### src/rtl/codecheck.sv
// Checker for a saturating incrementing code-word generator: counts samples and mismatches,
// captures the first mismatch, and flags a clean pass once the sequence saturates.
module codecheck #(
    parameter int unsigned W  = 16,
    parameter int unsigned CW = 16
) (
    input  logic          clk,
    input  logic          rst_h,
    input  logic          vld,
    input  logic [W-1:0]  data,
    input  logic          clr,
    output logic [1:0]    state,
    output logic          err,
    output logic          pass,
    output logic [CW-1:0] word_cnt,
    output logic [CW-1:0] err_cnt,
    output logic [W-1:0]  first_exp,
    output logic [W-1:0]  first_got
);

    typedef enum logic [1:0] {
        StIdle = 2'd0,
        StRun  = 2'd1,
        StSat  = 2'd2
    } st_e;

    localparam logic [W-1:0]  ExpMax = '1;
    localparam logic [CW-1:0] CntMax = '1;

    st_e           st_q, st_d;
    logic [W-1:0]  exp_q, exp_d;
    logic [CW-1:0] wc_q, wc_d;
    logic [CW-1:0] ec_q, ec_d;
    logic          err_q, err_d;
    logic [W-1:0]  fe_q, fe_d;
    logic [W-1:0]  fg_q, fg_d;
    logic          mismatch;

    assign mismatch = (data != exp_q);

    always_comb begin
        st_d  = st_q;
        exp_d = exp_q;
        wc_d  = wc_q;
        ec_d  = ec_q;
        err_d = err_q;
        fe_d  = fe_q;
        fg_d  = fg_q;
        if (clr) begin
            // Clear takes priority; any sample on the same edge is dropped.
            st_d  = StIdle;
            exp_d = '0;
            wc_d  = '0;
            ec_d  = '0;
            err_d = 1'b0;
            fe_d  = '0;
            fg_d  = '0;
        end else if (vld) begin
            exp_d = (exp_q == ExpMax) ? exp_q : exp_q + 1'b1;
            wc_d  = (wc_q == CntMax) ? wc_q : wc_q + 1'b1;
            if (mismatch) begin
                ec_d  = (ec_q == CntMax) ? ec_q : ec_q + 1'b1;
                err_d = 1'b1;
                if (!err_q) begin
                    fe_d = exp_q;
                    fg_d = data;
                end
            end
            unique case (st_q)
                StIdle:  st_d = (exp_q == ExpMax) ? StSat : StRun;
                StRun:   st_d = (exp_q == ExpMax) ? StSat : StRun;
                StSat:   st_d = StSat;
                default: st_d = StIdle;
            endcase
        end
    end

    always_ff @(posedge clk or posedge rst_h) begin
        if (rst_h) begin
            st_q  <= StIdle;
            exp_q <= '0;
            wc_q  <= '0;
            ec_q  <= '0;
            err_q <= 1'b0;
            fe_q  <= '0;
            fg_q  <= '0;
        end else begin
            st_q  <= st_d;
            exp_q <= exp_d;
            wc_q  <= wc_d;
            ec_q  <= ec_d;
            err_q <= err_d;
            fe_q  <= fe_d;
            fg_q  <= fg_d;
        end
    end

    assign state     = st_q;
    assign err       = err_q;
    assign pass      = (st_q == StSat) && (ec_q == '0);
    assign word_cnt  = wc_q;
    assign err_cnt   = ec_q;
    assign first_exp = fe_q;
    assign first_got = fg_q;

endmodule

### config.mk
export PLATFORM = sky130hd
export DESIGN_NAME = codecheck
export DESIGN_NICKNAME = d
export VERILOG_FILES = /design/src/rtl/codecheck.sv
export SDC_FILE = /design/constraint.sdc
export NUM_CORES = 1
export LEC_CHECK = 0
export BUFFER_PORTS_ARGS = -buffer_cell sky130_fd_sc_hd__buf_2
export CAP_MARGIN = 25
export CORE_AREA = 2 2 93 95
export CTS_BUF_LIST = sky130_fd_sc_hd__clkbuf_4
export DETAILED_ROUTE_END_ITERATION = 7
export DIE_AREA = 0 0 95 97
export PLACE_DENSITY = 0.85
export SLEW_MARGIN = 20
export SYNTH_ARGS = -nofsm -noshare
export SYNTH_HDL_FRONTEND = slang
export SYNTH_SLANG_ARGS = --single-unit
### constraint.sdc
create_clock -name clk -period 3.37 [get_ports clk]
set_input_delay 0.674 -clock clk [delete_from_list [all_inputs] [get_ports clk]]
set_output_delay 0.674 -clock clk [all_outputs]
set_load 0.01 [all_outputs]
==> run_results.csv <==
group,metric,value,unit
route,drt-initial-drc-count,297,
timing,whs,305,ps
synthesis,synth_cells,517,
clock_network,clk_pin_slew,140,ps
synthesis,synth_top_family_by_area,"simple AND/OR/NAND/NOR gates",
placed_design,port_buffers,87,
pwr,powerDensity,354,nW/um2
timing,worst_pin_slew,849,ps
synthesis,yosysSeqAreaShare,0.443,
clock_network,cts_made_buffers,9,
pwr,p_comb_frac,0.099,
synthesis,synth_compound_area_frac,0.151,
synthesis,yosysMostFrequentCell,"dfrtp_1",
setup_path,ff2ff_setup_slack,980,ps
setup_path,worstSetupPathType,"reg2out",
synthesis,synth_common_cells,"dfrtp_1, o21ai_0, nor2_1, nor2b_1, nand2b_1",
global_routing,grt_max_degree,64,
route,num_vias,4099,
pwr,finalPower,1.89,mW
pwr,seqPwrFrac,0.549,
clock_network,clk_latency,430,ps
final_layout,area_delta_synth_final,13.8,%
synthesis,yosysTopAreaCell,"dfrtp_1",
placed_design,dpl.hpwl,7790,um
setup_path,endpoint,"pass",
pwr,p_sw,0.493,mW
floorplan,rows,33,
synthesis,synth_fp_nets,541,
job,cap_violations,0,
final_layout,nets,614,
floorplan,dieHeight,97,um
setup_path,path_max_fanout,7,
global_routing,grt_pass1_wl,18700,um
global_routing,met2_usage,0.397,
final_layout,antennaDiodeCount,0,
pwr,p_int,1.39,mW
timing,rsz0062_at_grt,"no",
timing,min_period_over_period,0.716,
synthesis,synth_top_cell_area_share,0.443,
timing,max_slew_margin,0.432,
synthesis,synth_cell_types,48,
global_routing,use_met1,0.344,
route,wl_per_cell,15.9,um
synthesis,synth_area_per_cell,9.06,um2
final_layout,layout.cells.non_filler,700,
route,firstDrtPassIters,5,
synthesis,synthesis.area,4690,um2
setup_path,crit_start,"err_cnt[12]$_DFFE_PP0P_",
floorplan,start_util,0.576,
timing,finalSetupTns,0,ps
floorplan,io_pins,88,
timing,slew_violations,0,
global_routing,overflow,0,
timing,hold_viol_final,0,
final_layout,drive_gt1_frac,0.202,
setup_path,reg2regPathDepth,6,
placed_design,dp.cells,684,
floorplan,die_area,9220,um2
setup_path,r2r-start,"exp_q[4]$_DFFE_PP0P_",
setup_path,crit_chain,"nor4_1 > nand4_1 > nor3_1 > buf_2",
setup_path,arrival,1740,ps
global_routing,grt_usage,0.251,
final_layout,utilization,0.655,
timing,timing.final.crit_period,2410,ps
setup_path,cp_slowest_cell,"dfrtp_1",
setup_path,crit_required,2700,ps
placed_design,finalWeightedCongestion,0.857,
synthesis,ys_ff_latch,83,
pwr,p_leak,2.40,nW
global_routing,antenna_found_initial,0,
status,status,"finished, final reports clean",
clock_network,cts.sink_count,83,
setup_path,max_stage_delay,490,ps
clock_network,post_cts_buffers,0,
synthesis,yosysWarnings,0,
route,wirelength,11200,um
route,drt-vias-per-instance,5.86,
synthesis,netlist_top_cells_area,"dfrtp_1, o21ai_0, xnor2_1",
clock_network,cts_tree,"done",
final_layout,ff_latch_area,2080,um2
timing,finalSetupViolCount,0,
timing,max_freq,415,MHz
global_routing,met3_usage,0.0475,
clock_network,clockRootBuffer,"clkbuf_4",
pwr,vdd_drop_max,0.000174,V
route,drc,0,
clock_network,hold_buffers,0,
setup_path,worstReg2RegEnd,"err_cnt[0]$_DFFE_PP0P_",
clock_network,post_cts_resized,0,
timing,finClkSkew,18.7,ps
clock_network,htree_levels,3,
clock_network,clockBufferDepth,2,
pwr,p_clk_frac,0.352,
synthesis,synth_ff_type,"dfrtp_1",
global_routing,grt_pass1_vias,3920,
synthesis,async_flop_share,1.00,
synthesis,yosys.area_share.simple,0.261,
synthesis,synth_edf_count,0,
global_routing,grt.busiest_layer,"met2",
hold_path,hold_class,"in2async",
final_layout,multiInputGateArea,2410,um2
setup_path,cp-start-kind,"flip-flop",
synthesis,synth_xor_area_frac,0.0689,
floorplan,core_area,8130,um2
pwr,swShare,0.261,
route,drtAntennaViolNets,0,
setup_path,cp-end-kind,"output port",
synthesis,synth.area.mux_share,0.0235,
floorplan,die_w,95,um
final_layout,filler_cell_count,665,
synthesis,synth_fa_ha_area_frac,0.0107,
-- power by group through the flow --
stage	sequential, mW	clock (mW)	combinational, mW
2_1_floorplan	1.06	0	0.115
3_3_place_gp	1.05	0	0.182
3_5_place_dp	1.05	0	0.188
4_1_cts	1.04	0.677	0.189
5_1_grt	1.04	0.717	0.210
6_report	1.04	0.664	0.187
-- per-layer routing --
metal | vias to the layer above | routed length (um)
met4 | 0 | 221
met1 | 1963 | 4910
met3 | 21 | 643
li1 | 1971 | -
met5 | - | 0
met2 | 144 | 5390
-- flip-flops by register name, summed over array words and instances (netlist names) --
signal and count:
exp_q 16, err_cnt 16, first_got 16, word_cnt 16
state 2, first_exp 16, err 1
-- through the flow --
step	setup WS, ps	instance area (um2)
6_report	958	5330
5_1_grt	836	5330
4_1_cts	942	5330
3_5_place_dp	734	5170
3_3_place_gp	823	5170
2_1_floorplan	559	4690
-- layout by cell type, fill, tap and decap left out, types with 2 or more instances in the layout --
master and n:
nand4_1 13, a31oi_1 2, and4b_1 2, nor4_1 11, o21ai_0 72, xor2_1 4
and4_1 6, nor2_1 40, or2_2 2, a21oi_1 19, nand2_1 24, and3_1 8
nand2b_1 32, or3_1 6, nand4b_1 2, dfrtp_1 83, clkbuf_4 10, buf_4 11
o21ai_1 2, nor3_1 11, clkinv_2 2, inv_1 7, nand3_1 14, and2_1 4
o31ai_1 6, bufinv_16 2, o211ai_1 3, ha_1 4, clkinvlp_4 2, mux2i_1 2
mux2_1 7, o41ai_1 2, a211oi_1 5, a2111oi_0 4, nor2b_1 40, xnor2_1 31
buf_2 86, or4_1 3
-- worst max-delay path: cells and delay by family (launching register included) --
family / cells / cell delay [ps]
buffers and inverters: 1 / 160
AND/OR/NAND/NOR: 3 / 660
flip-flops: 1 / 490
-- cells by family (layout without fill, tap and decap cells) --
kind of cell,after synthesis,in the layout
AOI/OAI and AO/OA,121,121
xor gates and xnor gates,36,36
adders and majority gates,4,4
buffers and inverters,43,121
DFF,83,83
muxes,10,10
and+or+nand+nor,220,220
-- final cells by class --
| type | count | share of cell area |
|---|---|---|
| tap | 105 | 0.0246 |
| timing repair buffer | 97 | 0.0962 |
| inverter | 8 | 0.00587 |
| multi-input combinational | 391 | 0.453 |
| sequential | 83 | 0.390 |
| clock inverter | 6 | 0.0167 |
| clock buffer | 10 | 0.0141 |
-- worst min-delay path by stage --
stage	cells past startpoint	end	slack (ps)
final	2	first_got[3]$_DFFE_PP0P_	300
after global routing	2	exp_q[12]$_DFFE_PP0P_	340
after CTS	2	first_got[3]$_DFFE_PP0P_	310
after detailed placement	2	word_cnt[9]$_DFFE_PP0P_	560
after global placement	1	state[0]$_DFFE_PP0P_	540
after floorplan	2	exp_q[7]$_DFFE_PP0P_	560
No activity file was read; power rests on OpenSTA's default activity.
